<file path="src/rtl/led_pkg.sv">
// Shared types and constants for the LED frame streamer: FSM states,
// default one-wire timing at 50 MHz and the GRB pixel field layout.
package led_pkg;

  typedef enum logic [2:0] {
    IDLE,
    FETCH,
    LOAD,
    SEND,
    LATCH,
    DONE
  } led_state_e;

  // 20 ns clock: 0.4 us / 0.8 us high, 1.26 us bit, 50 us latch
  localparam int DEF_T0H    = 20;
  localparam int DEF_T1H    = 40;
  localparam int DEF_TBIT   = 63;
  localparam int DEF_TLATCH = 2500;

  localparam int PIX_BITS = 24;
  localparam int G_HI = 23;
  localparam int G_LO = 16;
  localparam int R_HI = 15;
  localparam int R_LO = 8;
  localparam int B_HI = 7;
  localparam int B_LO = 0;

  function automatic int cnt_width(input int n);
    return (n > 1) ? $clog2(n) : 1;
  endfunction

endpackage

</file>
<file path="src/rtl/ws2812_bit_encoder.sv">
// Shapes one NRZ bit: a load starts a TBIT-cycle period whose high phase
// length depends on the bit; bit_end marks the last cycle of the period.
module ws2812_bit_encoder
  import led_pkg::*;
#(
  parameter int T0H  = DEF_T0H,
  parameter int T1H  = DEF_T1H,
  parameter int TBIT = DEF_TBIT
) (
  input  logic clock,
  input  logic reset_n,
  input  logic load,
  input  logic tx_bit,
  output logic led_out,
  output logic bit_end
);

  localparam int CW = cnt_width(TBIT);
  localparam logic [CW-1:0] LAST = CW'(TBIT - 1);
  localparam logic [CW-1:0] HI0  = CW'(T0H);
  localparam logic [CW-1:0] HI1  = CW'(T1H);

  logic          active_reg;
  logic          bit_reg;
  logic          led_reg;
  logic [CW-1:0] cnt_reg;
  logic [CW-1:0] cnt_next;
  logic [CW-1:0] thr_load;
  logic [CW-1:0] thr_run;

  assign cnt_next = cnt_reg + 1'b1;
  assign thr_load = tx_bit ? HI1 : HI0;
  assign thr_run  = bit_reg ? HI1 : HI0;
  assign bit_end  = active_reg && (cnt_reg == LAST);
  assign led_out  = led_reg;

  // led_reg is computed for the counter value of the following cycle
  always_ff @(posedge clock or negedge reset_n) begin
    if (!reset_n) begin
      active_reg <= 1'b0;
      bit_reg    <= 1'b0;
      led_reg    <= 1'b0;
      cnt_reg    <= '0;
    end else if (load) begin
      active_reg <= 1'b1;
      bit_reg    <= tx_bit;
      cnt_reg    <= '0;
      led_reg    <= (thr_load != '0);
    end else if (active_reg) begin
      if (cnt_reg == LAST) begin
        active_reg <= 1'b0;
        cnt_reg    <= '0;
        led_reg    <= 1'b0;
      end else begin
        cnt_reg <= cnt_next;
        led_reg <= (cnt_next < thr_run);
      end
    end
  end

endmodule

</file>
<file path="src/rtl/led_frame_streamer.sv">
// Reads NUM_LEDS pixels from the frame RAM and streams them as one-wire NRZ,
// followed by a low latch interval and a one-cycle done pulse.
module led_frame_streamer
  import led_pkg::*;
#(
  parameter int SIZE     = 4,
  parameter int NUM_LEDS = 16,
  parameter int T0H      = DEF_T0H,
  parameter int T1H      = DEF_T1H,
  parameter int TBIT     = DEF_TBIT,
  parameter int TLATCH   = DEF_TLATCH
) (
  input  logic            clock,
  input  logic            reset_n,
  input  logic            start,
  output logic            busy,
  output logic            done,
  output logic            ram_sel,
  output logic            ram_we,
  output logic [SIZE-1:0] ram_adr,
  input  logic [63:0]     ram_dat_i,
  output logic            led_out
);

  localparam int BCW = $clog2(PIX_BITS);
  localparam int LCW = cnt_width(TLATCH);
  localparam logic [SIZE:0]   LAST_PIX   = (SIZE + 1)'(NUM_LEDS - 1);
  localparam logic [LCW-1:0]  LAST_LATCH = LCW'(TLATCH - 1);
  localparam logic [BCW-1:0]  FIRST_BIT  = BCW'(PIX_BITS - 1);

  led_state_e          state_reg;
  logic [SIZE:0]       pix_reg;
  logic [BCW-1:0]      bitcnt_reg;
  logic [PIX_BITS-1:0] shift_reg;
  logic [LCW-1:0]      latch_cnt_reg;
  logic                busy_reg;
  logic                done_reg;
  logic                ram_sel_reg;
  logic [SIZE-1:0]     ram_adr_reg;

  logic enc_load;
  logic enc_bit;
  logic bit_end;
  logic unused_upper;

  assign unused_upper = ^ram_dat_i[63:PIX_BITS];

  assign busy    = busy_reg;
  assign done    = done_reg;
  assign ram_sel = ram_sel_reg;
  assign ram_we  = 1'b0;
  assign ram_adr = ram_adr_reg;

  // First bit comes straight from the RAM in LOAD so it starts right after LOAD
  assign enc_load = (state_reg == LOAD) ||
                    ((state_reg == SEND) && bit_end && (bitcnt_reg != '0));
  assign enc_bit  = (state_reg == LOAD) ? ram_dat_i[G_HI] : shift_reg[PIX_BITS-2];

  ws2812_bit_encoder #(
    .T0H  (T0H),
    .T1H  (T1H),
    .TBIT (TBIT)
  ) u_encoder (
    .clock   (clock),
    .reset_n (reset_n),
    .load    (enc_load),
    .tx_bit  (enc_bit),
    .led_out (led_out),
    .bit_end (bit_end)
  );

  always_ff @(posedge clock or negedge reset_n) begin
    if (!reset_n) begin
      state_reg     <= IDLE;
      pix_reg       <= '0;
      bitcnt_reg    <= '0;
      shift_reg     <= '0;
      latch_cnt_reg <= '0;
      busy_reg      <= 1'b0;
      done_reg      <= 1'b0;
      ram_sel_reg   <= 1'b0;
      ram_adr_reg   <= '0;
    end else begin
      done_reg    <= 1'b0;
      ram_sel_reg <= 1'b0;
      case (state_reg)
        IDLE: begin
          if (start) begin
            state_reg   <= FETCH;
            pix_reg     <= '0;
            ram_adr_reg <= '0;
            ram_sel_reg <= 1'b1;
            busy_reg    <= 1'b1;
          end
        end
        FETCH: state_reg <= LOAD;
        LOAD: begin
          shift_reg  <= {ram_dat_i[G_HI:G_LO], ram_dat_i[R_HI:R_LO], ram_dat_i[B_HI:B_LO]};
          bitcnt_reg <= FIRST_BIT;
          state_reg  <= SEND;
        end
        SEND: begin
          if (bit_end) begin
            if (bitcnt_reg != '0) begin
              shift_reg  <= {shift_reg[PIX_BITS-2:0], 1'b0};
              bitcnt_reg <= bitcnt_reg - 1'b1;
            end else if (pix_reg != LAST_PIX) begin
              pix_reg     <= pix_reg + 1'b1;
              ram_adr_reg <= pix_reg[SIZE-1:0] + 1'b1;
              ram_sel_reg <= 1'b1;
              state_reg   <= FETCH;
            end else begin
              latch_cnt_reg <= '0;
              state_reg     <= LATCH;
            end
          end
        end
        LATCH: begin
          if (latch_cnt_reg == LAST_LATCH) begin
            state_reg <= DONE;
            done_reg  <= 1'b1;
            busy_reg  <= 1'b0;
          end else begin
            latch_cnt_reg <= latch_cnt_reg + 1'b1;
          end
        end
        DONE:    state_reg <= IDLE;
        default: state_reg <= IDLE;
      endcase
    end
  end

endmodule

</file>
<file path="config.mk">
export PLATFORM = sky130hd
export DESIGN_NAME = led_frame_streamer
export DESIGN_NICKNAME = d
export VERILOG_FILES = /design/src/rtl/led_pkg.sv /design/src/rtl/ws2812_bit_encoder.sv /design/src/rtl/led_frame_streamer.sv
export SDC_FILE = /design/constraint.sdc
export NUM_CORES = 1
export LEC_CHECK = 0
export CELL_PAD_IN_SITES_DETAIL_PLACEMENT = 2
export CELL_PAD_IN_SITES_GLOBAL_PLACEMENT = 2
export CORE_ASPECT_RATIO = 1.5
export CORE_MARGIN = 3
export CORE_UTILIZATION = 30
export CTS_CLUSTER_SIZE = 8
export DETAILED_ROUTE_END_ITERATION = 7
export PLACE_DENSITY_LB_ADDON = 0.25
export SYNTH_ARGS = -nofsm -noshare
export SYNTH_HDL_FRONTEND = slang
export SYNTH_SLANG_ARGS = --single-unit
</file>
<file path="constraint.sdc">
create_clock -name clock -period 2.9 [get_ports clock]
set_input_delay 0.29 -clock clock [delete_from_list [all_inputs] [get_ports clock]]
set_output_delay 0.29 -clock clock [all_outputs]
set_load 0.01 [all_outputs]
</file>
**Yosys cells after proc, flatten, opt, wreduce, memory -nomap -nowiden**

Index checks and enable logic that the tools add are counted.

- Register bits after elaboration: 64
- Bits of input ports: 67
- Output and inout bits: 9
- Logic and storage cells: 100

- Add/sub/neg operators: 5
- Magnitude comparators: 1
- Equal/unequal tests: 15
- Multiplexer cells: 49
- Reduce and logical (&&, ||, !) cells: 17

Operators with widths:

| kind | count |
|---|---|
| 12-bit 2-to-1 mux | 4 |
| 23-bit 2-to-1 mux | 2 |
| 23-bit one-hot mux with 2 select lines | 1 |
| 5-bit 2-to-1 mux | 6 |
| 6-bit 2-to-1 mux | 5 |
| 12-bit one-hot mux with 2 select lines | 1 |
| 5-bit one-hot mux with 2 select lines | 2 |
| 4-bit 2-to-1 mux | 4 |
| 1-bit 2-to-1 mux | 15 |
| 3-bit 2-to-1 mux | 5 |
| 3-bit one-hot mux with 5 select lines | 1 |
| 12-bit by 1-bit adder with 12-bit output (second input constant) | 1 |
| 12-bit equality test (second input constant) | 1 |
| 2-bit inequality test (second input constant) | 6 |
| 5-bit AND reduction | 2 |
| 2-bit nonzero test | 5 |
| 4-bit one-hot mux with 2 select lines | 1 |
| 6-bit by 1-bit adder with 6-bit output (second input constant) | 1 |
| 3-bit by 2-bit equality test with 1-bit output (second input constant) | 2 |
| 6-bit equality test (second input constant) | 1 |
| 6-bit < comparator | 1 |
| 3-bit AND reduction | 2 |
| 6-bit nonzero test | 1 |
| 5-bit by 1-bit adder with 5-bit output (second input constant) | 1 |
| other kinds (12) | 16 |

**Logic depth before layout (Yosys ltp)**

Gate-level depths: netlist (run 1).

- Word-level depth: 6
- Gate-level depth with buffers: 8

**Modules after synthesis**

Synthesis (run 1) repeated with hierarchy kept, for this count alone.

- Cells, all modules: 347
- Area total of the unflattened synthesis: 3173.0 µm²

Modules (own cells, without submodules):

| module | instances | cells each | area each (µm²) | sequential area each (µm²) |
|---|---|---|---|---|
| led_frame_streamer | 1 | 285 | 2615.0 | 1276.2 |
| ws2812_bit_encoder | 1 | 62 | 558.0 | 225.2 |

**Least setup slack after synthesis (run 1)**

Ideal clock, no wire load.

- Path type: reg2reg
- Start: register pix_reg[0]
- End: register pix_reg[4]
- Arrival: 1981 ps
- Setup slack: 795 ps
- Cell stages (with the launch flop): 8
- Period minus slack after synthesis: 2105 ps
- Cell sequence: dfrtp_1 -> ha_1 -> and3_1 -> ha_1 -> nor4bb_1 -> nand4_1 -> nand2_1 -> mux2_2

- Longest elaborated chain between the ends: 5

Ends and longest elaborated chain:

| item | RTL line | text |
|---|---|---|
| start, declared | led_frame_streamer.sv:32 | `logic [SIZE:0] pix_reg;` |
| start signal, assigned | led_frame_streamer.sv:108 | `pix_reg <= pix_reg + 1'b1;` |
| 5-bit by 1-bit adder with 5-bit output | led_frame_streamer.sv:108 |  |
| 5-bit 2-to-1 mux | led_frame_streamer.sv:107 | `end else if (pix_reg != LAST_PIX) begin` |
| 5-bit 2-to-1 mux | led_frame_streamer.sv:104 | `if (bitcnt_reg != '0) begin` |
| 5-bit 2-to-1 mux | led_frame_streamer.sv:103 | `if (bit_end) begin` |
| 5-bit one-hot mux with 2 select lines | led_frame_streamer.sv:86 | `case (state_reg)` |

Several ways; a longest one is shown, not always the timed one. The select of a mux whose other input is x is not followed.
A chain may end at the register's enable or synchronous reset.

**Worst setup path after layout (run 1)**

Same ends and word-level chain as after synthesis.

==> reports/results.tsv, run 1 <==
stage	metric	value	unit
run_status	status	complete, no violations	
min_path	worstHoldPathType	in2async	
timing	hold_violations	0	
detailed_routing	via_per_inst	5.24	
timing	max_slew.worst_pin.slew	0.714	ns
global_routing	grt_util_met3	3.22	%
floorplanning	dieArea	0.0121	mm²
yosys	yosysSeqAreaShare	46.2	%
clock_tree	post-cts-setup-buffer-count	0	
worst_setup_path	r2r-end	pix_reg[4]	
power_and_ir_drop	p_per_area	642	mW/mm²
yosys	synth_top_family_by_area	simple AND/OR/NAND/NOR gates	
global_routing	grt_pass1_wl	15.0	mm
detailed_routing	wl	8.87	mm
yosys	async_reset_ff_share	100	%
clock_tree	clock_latency	0.34	ns
global_routing	grt-busiest-layer	met2	
final_layout	area_delta_synth_final	22.9	%
global_routing	track_usage	15.5	%
yosys	synthMuxAreaShare	1.89	%
worst_setup_path	r2r_cells	7	
yosys	netlist_top_cells_count	60 x dfrtp_1, 60 x nand2_1, 35 x nor2_1, 28 x a31oi_1, 14 x inv_1	
worst_setup_path	worstPathMaxFanout	7	
yosys	synth_edf_count	0	
worst_setup_path	path_cells	ha_1 -> and3_1 -> ha_1 -> nor4bb_1 -> nand4_1 -> nand2_1 -> mux2_2	
clock_tree	clockRootBuffer	clkbuf_16	
placement	dpl.hpwl	6.19	mm
clock_tree	postCtsHoldBufs	0	
worst_setup_path	required	3.12	ns
yosys	synth_compound_area_share	18.9	%
worst_setup_path	path_class	reg2reg	
timing	timing.fmax	398	MHz
floorplanning	die_h	133	µm
final_layout	nets	456	
timing	fin_crit	2.51	ns
clock_tree	cts_num_sinks	60	
clock_tree	cts_buffers	9	
detailed_routing	drt_iter0_markers	74	
timing	setup_viol	0	
worst_setup_path	worst_path_max_delay_cell	dfrtp_1	
yosys	yosys-top-cells-area	dfrtp_1 46%, nand2_1 6.9%, a31oi_1 5.4%, nor2_1 4.0%, ha_1 3.9%	
global_routing	grt_overflow	0	
floorplanning	core_area	0.0104	mm²
yosys	synth_adder_area_share	3.85	%
clock_tree	max-clock-path-buffers	2	
global_routing	use_met1	16.8	%
yosys	synth.distinct_cells	59	
global_routing	use_met2	29.1	%
timing	period_share	86.7	%
floorplanning	start_util	31.3	%
detailed_routing	route.detailed.wl_per_inst	16.9	µm
timing	max_slew_margin	52.4	%
detailed_routing	first_pass_iters	4	
placement	dpl_cell_area	0.00367	mm²
detailed_routing	ant_nets	0	
yosys	yosys_warnings	0	
final_layout	num_antenna_cells	0	
final_layout	largest_reg_flops	23	
placement	dp_slack	0.430	ns
timing	skew	0.00716	ns
detailed_routing	drc_errors	0	
worst_setup_path	critPathCaptureType	register	
yosys	synth_seq_cells	60	
yosys	synth_top_area_share	46.2	%
global_routing	antenna_found_initial	0	
global_routing	grt_max_degree	35	
timing	slew_viol_final	0	
yosys	synth-simple-area-share	21.4	%
timing	postLayoutSetupSlackWorst	0.386	ns
detailed_routing	route.vias.total	2750	
final_layout	final_area	0.00399	mm²
clock_tree	cts_tree	built	
clock_tree	cts.clk_slew.worst_paths	0.06	ns
final_layout	final_cells	525	
power_and_ir_drop	vdd_drop_max	0.361	mV
timing	setup_tns	0	ns
yosys	syn-cell-area	0.00325	mm²
floorplanning	die_w	90.9	µm
job	maxCapViolCount	0	
yosys	syn_area_per_cell	9.22	µm²
worst_setup_path	arrival	2.74	ns
worst_setup_path	cp_slowest_stage_delay	0.43	ns
worst_setup_path	r2r_start	pix_reg[0]	
yosys	synthFlopType	dfrtp_1	
clock_tree	post_cts_resized	0	
placement	routabilityCongestion	0.790	
final_layout	drive_gt1_share	8.85	%
worst_setup_path	start_kind	register	
clock_tree	htree_levels	3	
worst_setup_path	reg2reg_slack	0.39	ns
placement	numPlacedInstances	509	
yosys	yosys.area.top_type	dfrtp_1	
power_and_ir_drop	leakage	1.69	nW
global_routing	grt_pass1_vias	2975	
timing	rsz0062_at_grt	false	
yosys	synthesis.nets	429	
yosys	synthCells	352	
floorplanning	pin_count	76	
placement	io_buffers	34	
worst_setup_path	crit_top_cell	ha_1	
yosys	synth_xor_area_share	1.08	%
floorplanning	rows	45	
-- routing by layer --
metal	up-vias	share of wire [%]	wire length [µm]
met5	-	0	0
met4	0	1.6	146
met3	11	2.4	216
met2	32	56	4940
met1	1397	40	3560
li1	1310	-	-
-- layout by cell type (no fill, tap or decap), types with 3 or more instances in the layout --
cell type	Yosys	final
a21o_1	3	3
a21oi_1	12	12
buf_4	6	8
mux2i_1	5	5
inv_1	14	14
a41oi_1	3	3
and3_1	5	5
o22ai_1	3	3
nand3_1	8	8
nand2_1	60	60
xnor2_1	4	4
nand3b_1	3	3
and4_1	4	4
nand4_1	5	5
a31oi_1	28	28
o21ai_0	12	12
and2_1	3	3
dfrtp_1	60	60
nor3b_1	4	4
clkbuf_16	0	9
nor2_1	35	35
ha_1	10	10
clkdlybuf4s50_1	0	33
nor3_1	6	6
-- stage by stage --
step	hold slack [ns]	util [%]	power, mW
floorplan	-0.00559	-	1.27
global placement	0.394	35.4	1.39
detailed placement	0.398	35.4	1.42
CTS	0.0440	38.5	2.61
global route	0.0680	38.5	2.71
finish	0.0116	38.5	2.56
-- how the worst max path moves through the flow --
stage / start / end / slack [ns] / depth (start not counted)
floorplan: pix_reg[0] / pix_reg[4] / 0.79 / 7
detailed placement: pix_reg[0] / pix_reg[4] / 0.43 / 7
global route: pix_reg[0] / pix_reg[4] / 0.25 / 7
CTS: pix_reg[0] / pix_reg[4] / 0.34 / 7
finish: pix_reg[0] / pix_reg[4] / 0.39 / 7
global placement: pix_reg[0] / pix_reg[4] / 0.44 / 7
-- worst max-delay path, delay by kind of cell, from the launching register on --
family | cells | cell delay (ns)
muxes | 1 | 0.35
DFF | 1 | 0.43
and+or+nand+nor | 4 | 1.15
adders and majority gates | 2 | 0.46
-- power breakdown --
group | switching, mW | internal [mW] | total, mW | leakage (nW)
Sequential | 0.101 | 0.938 | 1.04 | 0.704
Clock | 0.387 | 0.774 | 1.16 | 0.153
Combinational | 0.174 | 0.188 | 0.362 | 0.832
-- layout make-up --
class | count | area [µm²]
repair buffers | 42 | 395
fillers | 1178 | 6370
multi-input cells | 252 | 1550
clock buffers | 12 | 246
flip-flops and latches | 60 | 1500
well taps | 141 | 176
inverters | 14 | 52.6
clock inverters | 4 | 72.6
-- cell families (layout without fill, tap and decap cells) --
logic type | Yosys count | count (layout)
buffers and inverters | 40 | 72
and+or+nand+nor | 143 | 143
adders and majority gates | 10 | 10
DFF | 60 | 60
other | 1 | 1
AOI/OAI and AO/OA | 88 | 88
muxes | 6 | 6
xor gates and xnor gates | 4 | 4
(Power assumes the default switching activity.)
==> inputs of run 2 (changes only) <==
--- a/config.mk
+++ b/config.mk
@@ -5,11 +5,12 @@
 export SDC_FILE = /design/constraint.sdc
 export NUM_CORES = 1
 export LEC_CHECK = 0
+export ABC_AREA = 1
 export CELL_PAD_IN_SITES_DETAIL_PLACEMENT = 2
 export CELL_PAD_IN_SITES_GLOBAL_PLACEMENT = 2
 export CORE_ASPECT_RATIO = 1.5
 export CORE_MARGIN = 3
-export CORE_UTILIZATION = 30
+export CORE_UTILIZATION = 29
 export CTS_CLUSTER_SIZE = 8
 export DETAILED_ROUTE_END_ITERATION = 7
 export PLACE_DENSITY_LB_ADDON = 0.25
==> reports/results.tsv, run 2 <==
stage	metric	value	unit
timing	skew	0.00657	ns
timing	setup_tns	0	ns
timing	max_slew_margin	53.8	%
yosys	yosys_warnings	0	
run_status	status	complete, no violations	
power_and_ir_drop	switching_share	21.3	%
final_layout	drive_gt1_share	7.47	%
clock_tree	post_cts_resized	0	
detailed_routing	wl	9.17	mm
worst_setup_path	critPathCaptureType	register	
power_and_ir_drop	p_switching	0.421	mW
power_and_ir_drop	leakage	1.94	nW
min_path	worstHoldPathType	in2async	
power_and_ir_drop	vdd_drop_max	0.266	mV
final_layout	regArea	0.00150	mm²
worst_setup_path	required	3.09	ns
yosys	async_reset_ff_share	100	%
global_routing	grt_pass1_wl	15.8	mm
yosys	synthFlopType	dfrtp_1	
timing	rsz0062_at_grt	false	
floorplanning	rows	47	
floorplanning	start_util	29.8	%
placement	io_buffers	34	
clock_tree	cts_buffers	9	
yosys	synthesis.nets	481	
yosys	synth_seq_cells	60	
power_and_ir_drop	p_int	1.55	mW
detailed_routing	route.detailed.wl_per_inst	15.6	µm
detailed_routing	route.vias.total	2831	
timing	hold_violations	0	
global_routing	grt_max_degree	48	
worst_setup_path	path_class	reg2reg	
detailed_routing	ant_nets	0	
yosys	yosys-top-cells-area	dfrtp_1 45%, nand2_1 13%, mux2i_1 7.0%, o21ai_1 5.1%, ha_1 3.8%	
yosys	yosysSeqAreaShare	45.4	%
clock_tree	clockRootBuffer	clkbuf_16	
job	maxCapViolCount	0	
power_and_ir_drop	p_comb_share	3.3	%
final_layout	area_delta_synth_final	22.6	%
power_and_ir_drop	clkPwrFrac	54.3	%
yosys	synth_top_area_share	45.4	%
yosys	syn-cell-area	0.00331	mm²
final_layout	final_cell_mix	111 x nand2_1, 60 x dfrtp_1, 34 x o21ai_1	
final_layout	utilization	36.5	%
power_and_ir_drop	p_per_area	486	mW/mm²
timing	fin_crit	2.17	ns
detailed_routing	via_per_inst	4.81	
timing	period_share	75.0	%
yosys	yosys.area.top_type	dfrtp_1	
placement	routabilityCongestion	0.743	
clock_tree	max-clock-path-buffers	2	
placement	dpl.hpwl	6.68	mm
final_layout	largest_reg_flops	23	
floorplanning	die_h	137	µm
timing	slew_viol_final	0	
detailed_routing	first_pass_iters	4	
power_and_ir_drop	seq_power_share	42.4	%
worst_setup_path	worstPathMaxFanout	47	
global_routing	track_usage	15.9	%
global_routing	grt_overflow	0	
floorplanning	dieArea	0.0128	mm²
clock_tree	postCtsHoldBufs	0	
final_layout	multi_input_area	0.00157	mm²
worst_setup_path	r2r_cells	9	
clock_tree	cts.clk_slew.worst_paths	0.06	ns
global_routing	antenna_found_initial	0	
clock_tree	cts_tree	built	
yosys	yosysMostFrequentCell	nand2_1	
yosys	synth_edf_count	0	
yosys	synth.distinct_cells	28	
timing	max_slew.worst_pin.slew	0.693	ns
yosys	synthCells	404	
worst_setup_path	start_kind	register	
final_layout	fillCellCount	1277	
final_layout	layout_commonest_cell	nand2_1	
final_layout	num_antenna_cells	0	
worst_setup_path	arrival	2.36	ns
detailed_routing	drt_iter0_markers	91	
clock_tree	clock_latency	0.33	ns
clock_tree	cts_num_sinks	60	
clock_tree	htree_levels	3	
timing	timing.fmax	460	MHz
timing	setup_viol	0	
yosys	netlist_top_cells_count	111 x nand2_1, 60 x dfrtp_1, 34 x o21ai_1, 33 x inv_1, 33 x nor2_1	
yosys	syn_area_per_cell	8.19	µm²
global_routing	grt_pass1_vias	3230	
floorplanning	die_w	93.2	µm
detailed_routing	drc_errors	0	
final_layout	nets	515	
floorplanning	core_area	0.0111	mm²
floorplanning	pin_count	76	
clock_tree	post-cts-setup-buffer-count	0	
==> run 2: changes by cell type in the layout (fill, tap and decap cells not counted), moves of 7 or more <==
cell | before | now
mux2i_1 | 5 | 23
inv_1 | 14 | 33
a31oi_1 | 28 | 1
nand3_1 | 8 | 24
o21ai_1 | 0 | 34
nand2_1 | 60 | 111
a21oi_1 | 12 | 5
o21ai_0 | 12 | 19
==> run 2: power groups by stage <==
stage                     Combinational [mW]  Clock (mW)  Sequential [mW]
after floorplan                       0.0102           0            0.853
after global placement                0.0665           0            0.852
after detailed placement              0.0670           0            0.852
after CTS                             0.0674        1.10            0.838
after global routing                  0.0725        1.14            0.837
final                                 0.0646        1.07            0.838
==> run 2: path summary, 6_finish.rpt <==
check,start,to,slack (ns)
worst max-delay path,u_encoder.cnt_reg[0],shift_reg[6],0.73
worst min-delay path,reset_n,done,0.004
worst max register to register,u_encoder.cnt_reg[0],shift_reg[6],0.73
worst min register to register,busy,busy,0.48
max in group asynchronous,reset_n,shift_reg[19],2.18
min in group clock,busy,busy,0.48
==> run 2: metal layers <==
layer	GRT usage, %	share of wire (%)	up-vias
li1	-	-	1372
met1	17.4	40	1417
met2	29.5	55	31
met3	3.41	2.8	11
met4	5.87	1.7	0
met5	0	0	-
==> run 2: worst max-delay path, cell delays in order, from the launching register on <==
cell and delay [ns]:
dfrtp_1 0.44, inv_1 0.09, ha_1 0.21, nand3_1 0.07
nor2_1 0.07, nand2_1 0.10, nand2_1 0.11, nand2_2 0.30
buf_4 0.46, o21ai_0 0.17
==> run 2: cells by family after synthesis <==
family	after synthesis	share of synthesized area (%)
flops	60	45.4
mux	23	6.95
other cells	1	0.113
xor+xnor	7	1.85
buf+inv	53	7.14
compound gates	61	9.71
fa+ha+maj	10	3.78
simple gates	189	25.1
==> run 2: layout make-up <==
type	instances	share of cell area, %
multi-input combinational	291	38.8
timing repair buffer	38	9.00
sequential	60	37.0
inverter	38	3.52
clock inverter	5	1.30
clock buffer	10	5.89
tap	147	4.53
==> run 2: metrics by stage <==
stage	setup slack (ns)	cell area [µm²]	hold slack [ns]	instances	total power [mW]
2_1_floorplan	1.32	3310	-0.00559	404	0.863
3_3_place_gp	0.799	3770	0.384	574	0.919
3_5_place_dp	0.694	3770	0.385	574	0.919
4_1_cts	0.675	4060	0.0269	589	2.00
5_1_grt	0.462	4060	0.0525	589	2.05
6_report	0.726	4060	0.00389	589	1.97
==> inputs of run 3 (changes only) <==
--- a/config.mk
+++ b/config.mk
@@ -10,7 +10,7 @@
 export CELL_PAD_IN_SITES_GLOBAL_PLACEMENT = 2
 export CORE_ASPECT_RATIO = 1.5
 export CORE_MARGIN = 3
-export CORE_UTILIZATION = 29
+export CORE_UTILIZATION = 26
 export CTS_CLUSTER_SIZE = 8
 export DETAILED_ROUTE_END_ITERATION = 7
 export PLACE_DENSITY_LB_ADDON = 0.25
==> constraint.sdc (replaced) <==
create_clock -name clock -period 1.93 [get_ports clock]
set_input_delay 0.193 -clock clock [delete_from_list [all_inputs] [get_ports clock]]
set_output_delay 0.193 -clock clock [all_outputs]
set_load 0.01 [all_outputs]
==> reports/results.tsv, run 3 (synthesis gave the netlist of run 2 again) <==
stage	metric	value	unit
timing	hold_violations	0	
global_routing	grt_max_degree	61	
clock_tree	clockRootBuffer	clkbuf_16	
run_status	status	complete, no violations	
worst_setup_path	worst_path_max_delay_cell	dfrtp_1	
global_routing	use_met2	27.6	%
global_routing	use_met1	15.0	%
floorplanning	die_h	144	µm
timing	skew	0.00844	ns
final_layout	multi_input_area	0.00161	mm²
min_path	worstHoldPathType	in2async	
worst_setup_path	crit_family	simple AND/OR/NAND/NOR gates	
timing	fin_crit	1.79	ns
final_layout	drive_gt1_share	11.5	%
final_layout	fillCellCount	1400	
global_routing	grt_util_met3	3.67	%
placement	routabilityCongestion	0.743	
detailed_routing	drt_iter0_markers	38	
worst_setup_path	crit_buf_inv	2	
global_routing	grt_pass1_vias	3251	
detailed_routing	wl	9.61	mm
worst_setup_path	required	2.15	ns
floorplanning	rows	49	
final_layout	regArea	0.00150	mm²
global_routing	grt_pass1_wl	16.0	mm
detailed_routing	route.detailed.wl_per_inst	15.9	µm
timing	holdWs	0.402	ns
timing	slew_viol_final	0	
detailed_routing	drc_errors	0	
timing	max_slew_margin	63.7	%
worst_setup_path	start_kind	register	
worst_setup_path	cp_slowest_stage_delay	0.39	ns
worst_setup_path	worstPathMaxFanout	7	
timing	rsz0062_at_grt	false	
final_layout	num_antenna_cells	0	
timing	timing.fmax	559	MHz
final_layout	layout_commonest_cell	nand2_1	
clock_tree	htree_levels	3	
clock_tree	cts_tree	built	
placement	io_buffers	34	
worst_setup_path	arrival	2.01	ns
final_layout	area_delta_synth_final	28.0	%
clock_tree	cts.clk_slew.worst_paths	0.06	ns
worst_setup_path	path_class	reg2reg	
clock_tree	cts_buffers	9	
worst_setup_path	r2r_cells	10	
timing	setup_viol	0	
power_and_ir_drop	leakage	2.00	nW
clock_tree	clock_latency	0.33	ns
floorplanning	dieArea	0.0142	mm²
clock_tree	max-clock-path-buffers	2	
global_routing	grt-busiest-layer	met2	
placement	dpl.hpwl	6.81	mm
floorplanning	pin_count	76	
floorplanning	die_w	98.1	µm
worst_setup_path	path_cells	ha_2 -> nand2_2 -> nor2_4 -> ha_4 -> inv_2 -> o21ai_4 -> nand2_4 -> buf_4 -> o21ai_2 -> nand2_1	
detailed_routing	ant_nets	0	
timing	period_share	92.8	%
timing	setup_tns	0	ns
timing	max_slew.worst_pin.slew	0.543	ns
power_and_ir_drop	vdd_drop_max	0.434	mV
floorplanning	start_util	27.1	%
detailed_routing	route.vias.total	2879	
job	maxCapViolCount	0	
power_and_ir_drop	p_per_area	738	mW/mm²
final_layout	largest_reg_flops	23	
global_routing	grt_overflow	0	
global_routing	track_usage	14.5	%
final_layout	nets	525	
floorplanning	core_area	0.0122	mm²
worst_setup_path	cp_num_cells	10	
global_routing	antenna_found_initial	0	
detailed_routing	first_pass_iters	4	
worst_setup_path	critPathCaptureType	register	
detailed_routing	via_per_inst	4.75	
final_layout	final_cell_mix	109 x nand2_1, 59 x dfrtp_1, 34 x o21ai_1, 33 x clkdlybuf4s50_1, 32 x inv_1	
clock_tree	cts_num_sinks	60	
[run 3: path summary, 6_finish.rpt]
| kind | from | endpoint | slack, ns |
|---|---|---|---|
| setup / recovery | pix_reg[1] | latch_cnt_reg[8] | 0.14 |
| hold / removal | reset_n | latch_cnt_reg[11] | 0.40 |
| setup reg to reg | pix_reg[1] | latch_cnt_reg[8] | 0.14 |
| hold reg to reg | shift_reg[0] | shift_reg[0] | 0.49 |
| max in group asynchronous | reset_n | u_encoder.cnt_reg[0] | 1.21 |
| min in group clock | ram_dat_i[0] | shift_reg[0] | 0.44 |
[run 3: where the power goes]
part / switching [mW] / leakage [nW] / internal (mW)
logic: 0.0431 / 1.18 / 0.0576
clock network: 0.603 / 0.151 / 1.16
registers: 0 / 0.676 / 1.26
total: 0.646 / 2.00 / 2.48
[run 3: worst register-to-register path: stages, from the launching register on]
cell	delay, ns
dfrtp_1	0.39
ha_2	0.20
nand2_2	0.08
nor2_4	0.14
ha_4	0.16
inv_2	0.05
o21ai_4	0.20
nand2_4	0.13
buf_4	0.16
o21ai_2	0.10
nand2_1	0.06
[run 3: stage by stage]
| step | std cells | setup WS, ns | total power [mW] | area (µm²) | util [%] |
|---|---|---|---|---|---|
| finish | 606 | 0.140 | 3.12 | 4240 | 34.7 |
| global route | 606 | 0.00415 | 3.24 | 4240 | 34.7 |
| CTS | 602 | 0.00739 | 3.18 | 4180 | 34.2 |
| detailed placement | 582 | -0.0212 | 1.38 | 3810 | 31.3 |
| global placement | 582 | 0.0809 | 1.38 | 3810 | 31.3 |
| floorplan | 404 | 0.352 | 1.30 | 3310 | - |
[run 3: layout make-up]
| cell class | count | area share [%] |
|---|---|---|
| Multi-Input combinational cell | 292 | 38.1 |
| Sequential cell | 60 | 35.5 |
| Clock buffer | 10 | 5.64 |
| Timing Repair Buffer | 47 | 10.9 |
| Clock inverter | 6 | 2.07 |
| Tap cell | 153 | 4.52 |
| Inverter | 38 | 3.37 |
[run 3: repair_timing]
item                                    in CTS  in global routing
pin swaps                                    3                  5
resized for setup                            2                 10
gates cloned                                 1                  0
buffers inserted                             2                  4
endpoints found under the hold margin       60                  0
endpoints found under the setup margin       7                 23
hold buffers                                 1                  0
[run 3: layer usage]
| layer | wire length (µm) | up-vias | share of wire, % |
|---|---|---|---|
| met2 | 5310 | 36 | 55 |
| met1 | 3800 | 1433 | 39 |
| li1 | - | 1400 | - |
| met5 | 0 | - | 0 |
| met3 | 295 | 10 | 3.1 |
| met4 | 209 | 0 | 2.2 |
